`src/rtl/reorder_buffer_pkg.sv`:
```
// Shared processor types for the reorder buffer, issue and functional units.
// Entry metadata record and default sizing.
package reorder_buffer_pkg;

    localparam int ROB_DEPTH = 8;
    localparam int ROB_TAG_W = $clog2(ROB_DEPTH);

    typedef struct packed {
        logic       valid;
        logic       done;
        logic [4:0] rd;
    } rob_entry_t;

endpackage

```
`src/rtl/reorder_buffer_rob_ptr.sv`:
```
// Wrap-bit circular pointer: TAG_W index bits plus one wrap bit.
// Counts modulo 2*DEPTH; clear returns it to zero.
module rob_ptr #(
    parameter int TAG_W = 3
) (
    input  logic           clk,
    input  logic           rst,
    input  logic           clr,
    input  logic           inc,
    output logic [TAG_W:0] ptr
);

    // Clear wins over increment; natural overflow wraps modulo 2*DEPTH.
    always_ff @(posedge clk) begin
        if (rst || clr)
            ptr <= '0;
        else if (inc)
            ptr <= ptr + 1'b1;
    end

endmodule

```
`src/rtl/reorder_buffer.sv`:
```
// In-order retirement buffer: allocate at tail, complete out of order,
// commit one entry per cycle from head into the register file.
module reorder_buffer
    import reorder_buffer_pkg::*;
#(
    parameter  int WIDTH = 32,
    parameter  int DEPTH = ROB_DEPTH,
    localparam int TAG_W = $clog2(DEPTH)
) (
    input  logic             clk,
    input  logic             rst,
    input  logic             alloc_valid,
    input  logic [4:0]       alloc_rd,
    output logic             alloc_ready,
    output logic [TAG_W-1:0] alloc_tag,
    input  logic             cmpl_valid,
    input  logic [TAG_W-1:0] cmpl_tag,
    input  logic [WIDTH-1:0] cmpl_data,
    input  logic             flush,
    output logic             commit_w_en,
    output logic [4:0]       commit_rd_addr,
    output logic [WIDTH-1:0] commit_w_data,
    output logic [TAG_W:0]   count,
    output logic             empty
);

    localparam logic [TAG_W:0] FULL_CNT = (TAG_W+1)'(DEPTH);

    rob_entry_t       meta [DEPTH];
    logic [WIDTH-1:0] data [DEPTH];

    logic [TAG_W:0]   head;
    logic [TAG_W:0]   tail;
    logic [TAG_W-1:0] head_idx;
    logic             alloc_fire;
    logic             cmpl_fire;
    logic             commit_fire;
    logic             kill;

    assign kill     = rst | flush;
    assign head_idx = head[TAG_W-1:0];

    assign alloc_ready = (count != FULL_CNT);
    assign alloc_tag   = tail[TAG_W-1:0];
    assign empty       = (count == '0);

    assign alloc_fire  = alloc_valid & alloc_ready & ~kill;
    assign cmpl_fire   = cmpl_valid & meta[cmpl_tag].valid
                       & ~meta[cmpl_tag].done & ~kill;
    assign commit_fire = meta[head_idx].valid & meta[head_idx].done & ~kill;

    assign commit_w_en    = commit_fire & (meta[head_idx].rd != 5'd0);
    assign commit_rd_addr = meta[head_idx].rd;
    assign commit_w_data  = data[head_idx];

    rob_ptr #(.TAG_W(TAG_W)) u_head (
        .clk (clk),
        .rst (rst),
        .clr (flush),
        .inc (commit_fire),
        .ptr (head)
    );

    rob_ptr #(.TAG_W(TAG_W)) u_tail (
        .clk (clk),
        .rst (rst),
        .clr (flush),
        .inc (alloc_fire),
        .ptr (tail)
    );

    // Entry status: allocate at tail, mark done on completion, retire at head.
    always_ff @(posedge clk) begin
        if (kill) begin
            for (int i = 0; i < DEPTH; i++) begin
                meta[i].valid <= 1'b0;
                meta[i].done  <= 1'b0;
            end
        end else begin
            if (alloc_fire) begin
                meta[alloc_tag].valid <= 1'b1;
                meta[alloc_tag].done  <= 1'b0;
                meta[alloc_tag].rd    <= alloc_rd;
            end
            if (cmpl_fire)
                meta[cmpl_tag].done <= 1'b1;
            if (commit_fire) begin
                meta[head_idx].valid <= 1'b0;
                meta[head_idx].done  <= 1'b0;
            end
        end
    end

    // Result payload needs no reset; it is only read once done is set.
    always_ff @(posedge clk) begin
        if (cmpl_fire)
            data[cmpl_tag] <= cmpl_data;
    end

    // Occupancy tracks net allocations minus retirements.
    always_ff @(posedge clk) begin
        if (kill)
            count <= '0;
        else
            count <= count + {{TAG_W{1'b0}}, alloc_fire}
                           - {{TAG_W{1'b0}}, commit_fire};
    end

endmodule

```
`config.mk`:
```
export PLATFORM = sky130hd
export DESIGN_NAME = reorder_buffer
export DESIGN_NICKNAME = d
export VERILOG_FILES = /design/src/rtl/reorder_buffer_pkg.sv /design/src/rtl/reorder_buffer_rob_ptr.sv /design/src/rtl/reorder_buffer.sv
export SDC_FILE = /design/constraint.sdc
export NUM_CORES = 1
export LEC_CHECK = 0
export BUFFER_PORTS_ARGS = -buffer_cell sky130_fd_sc_hd__buf_2
export CAP_MARGIN = 20
export CORE_MARGIN = 5
export CORE_UTILIZATION = 35
export CTS_CLUSTER_SIZE = 20
export DETAILED_ROUTE_END_ITERATION = 12
export GPL_ROUTABILITY_DRIVEN = 0
export GPL_TIMING_DRIVEN = 0
export PLACE_DENSITY = 0.51
export SYNTH_ARGS = -nofsm -noshare
export SYNTH_HDL_FRONTEND = slang
export SYNTH_SLANG_ARGS = --single-unit
export TNS_END_PERCENT = 5
```
`constraint.sdc`:
```
create_clock -name clk -period 3.22 [get_ports clk]
set_input_delay 0.161 -clock clk [delete_from_list [all_inputs] [get_ports clk]]
set_output_delay 0.161 -clock clk [all_outputs]
set_load 0.02 [all_outputs]
```
==> impl_metrics.toml <==
[synth]
ys_top_cells_by_area = "edfxtp_1, mux4_2, dfxtp_1, mux2_2, ha_1"
syn-cell-area_sq_mm = 0.0127
synth_top_flop_cell = "edfxtp_1"
synth-edff-count = 296
yosys_warnings = 0
synth_nets = 684
synthArstFlopShare_pct = 0
ys_ff_latch = 325
syn-instance-count = 630
yosysUniqueCellTypes = 57
yosysSeqAreaShare_pct = 74.4
syn_avg_cell_area_sq_um = 20.2
yosys.area.top_type = "edfxtp_1"
synth_top_area_share_pct = 69.8

[timing]
finalHoldWorstSlack_ps = 50.8
tightest_slew_ps = 939
slew_headroom_pct = 37.2
final.setup.tns_ps = 0
final.min_clock_period_ps = 3100
fin_crit_sh_pct = 96.2
max_freq_mhz = 323
skew_ps = 10.8
final_max_slew_viol_count = 0
setup_violations = 0
hold_viol_final = 0
rsz0062_at_grt = "true"

[route]
ant_nets = 0
wirelength_um = 29100
drc = 0
drtIter0Drc = 473
wl_met3_um = 1410
wl_per_cell_um = 22.5
vias = 6570
top_layer_used = "met5"
via_per_inst = 5.08
wl_met1_um = 12400
wl_met2_um = 14800
drtPass1Iterations = 5

[min_path]
hold_path_startpoint = "alloc_valid"
hp-class = "input pin to flop"

[grt]
grt_pass1_vias = 7281
antenna_found_initial = 3
grt-ovfl-total = 0
grt_pass1_wl_um = 44100
track_usage_pct = 14.3
grt_max_degree = 27

[place]
io_buffers = 91
place_area_sq_mm = 0.0139
dp.cells = 1191
hpwl_um = 18500

[cells_and_area]
num-fill-cells = 3139
final_common_cell = "edfxtp_1"
fin_area_sq_mm = 0.0154
drive_gt1_share_pct = 34.0
final_cell_mix = "edfxtp_1, buf_2, mux4_2"
register_area_sq_mm = 0.00947
multiInputGateArea_sq_mm = 0.00310
nNetsFinal = 862
antenna_cells = 0
area_delta_synth_final_pct = 21.0
stdcell_count = 1294

[cts]
cts_root_buf = "clkbuf_16"
htreeDepth = 2
clock_path_buffers = 3
cts.sinks = 325
clk_pin_slew_ps = 60
cts_tree = "done"
clock_latency_ps = 510
numCtsBuffers = 35

[worst_setup_path]
crit_path_end_kind = "output port"
critical_path_peak_fanout = 10
crit_type = "flop to output port"
crit_required_ps = 3060
cp-start-kind = "flop"
critPathArrivalTime_ps = 2940

[floorplan]
die_h_um = 201
die_w_um = 201
core-area_sq_mm = 0.0357
placementRows = 69
io_pins = 92
dieArea_sq_mm = 0.0403
initial_core_util_pct = 35.6

[pwr]
power.density_mw_per_mm2 = 548
p_leak_nw = 5.04
peakVddDrop_mv = 0.286
fin_total_pwr_mw = 8.44

[job]
max_cap_viol_count = 0

[run_status]
status = "finished, final reports clean"
==> flip-flops by register name, indices dropped and copies added (netlist names), named ones only <==
name        flops
meta           56
count           4
data          256
u_tail.ptr      3
u_head.ptr      3
==> cells in the mapped netlist, drive strengths merged, types with 3 or more instances <==
cell / count
nand2b: 3
a2bb2oi: 6
nor3: 5
mux4: 70
buf: 17
and2: 9
and3: 3
inv: 10
a31oi: 5
o22ai: 4
mux2: 34
ha: 8
nor2: 18
edfxtp: 296
dfxtp: 29
a32oi: 4
clkbuf: 13
nand3: 4
nand3b: 3
or2: 4
nand2: 17
nor2b: 7
a21oi: 18
mux2i: 10
a21o: 5
==> worst max-delay path: stages (launching register included) <==
cell	delay, ps
dfxtp_1	300
buf_2	190
clkbuf_1	570
buf_1	730
mux2_2	460
buf_2	170
==> what timing repair did <==
| item | in CTS | in global routing |
|---|---|---|
| setup buffers | 0 | 4 |
| setup endpoints to repair | 0 | 4 |
| resized for setup | 0 | 2 |
| hold endpoints to repair | 296 | 0 |
| hold buffers | 37 | 0 |
==> final cells by class <==
cell class              count  share of cell area (%)
plain buffers              30                   0.926
multi-input cells         265                    20.1
well taps                 461                    3.74
clock buffers              46                    6.09
inverters                  10                   0.244
repair buffers            141                    6.64
clock inverters            16                   0.764
flip-flops and latches    325                    61.5
==> path summary, 6_finish.rpt <==
kind,to,slack [ps],cells after the start
worst max-delay path,commit_w_data[27],120,5
worst max register to register,count[2],220,13
worst min-delay path,u_tail.ptr[1],50,4
worst min register to register,meta[3][6],480,2
==> logic make-up (layout without fill, tap and decap cells) <==
| logic type | Yosys count | in the layout | share of synthesized area, % |
|---|---|---|---|
| flip-flops | 325 | 325 | 74.4 |
| AO/OA/AOI/OAI | 54 | 54 | 3.17 |
| multiplexers | 114 | 114 | 16.2 |
| XOR/XNOR | 3 | 3 | 0.206 |
| AND/OR/NAND/NOR | 85 | 85 | 3.74 |
| buffers and inverters | 40 | 243 | 1.40 |
| adder cells (fa/ha/maj) | 9 | 9 | 0.943 |
==> routing by layer <==
| metal | track usage, % | vias up |
|---|---|---|
| met2 | 24.9 | 178 |
| met5 | 0 | - |
| met1 | 18.6 | 3397 |
| li1 | - | 2949 |
| met3 | 3.07 | 40 |
| met4 | 3.37 | 6 |
==> where the power goes <==
group / total (mW) / switching [mW] / internal [mW]
registers: 4.60 / 0.00224 / 4.60
clock network: 3.69 / 1.55 / 2.14
logic: 0.150 / 0.0871 / 0.0626
==> per-stage QoR <==
| stage | setup WS (ps) | utilization [%] |
|---|---|---|
| 6_report | 122 | 43.1 |
| 5_1_grt | -4.39 | 43.1 |
| 4_1_cts | 34.0 | 43.0 |
| 3_5_place_dp | 60.4 | 39.0 |
| 3_3_place_gp | -234 | 38.5 |
| 2_1_floorplan | 678 | - |
Note: power is estimated with default switching activity, not from simulation.
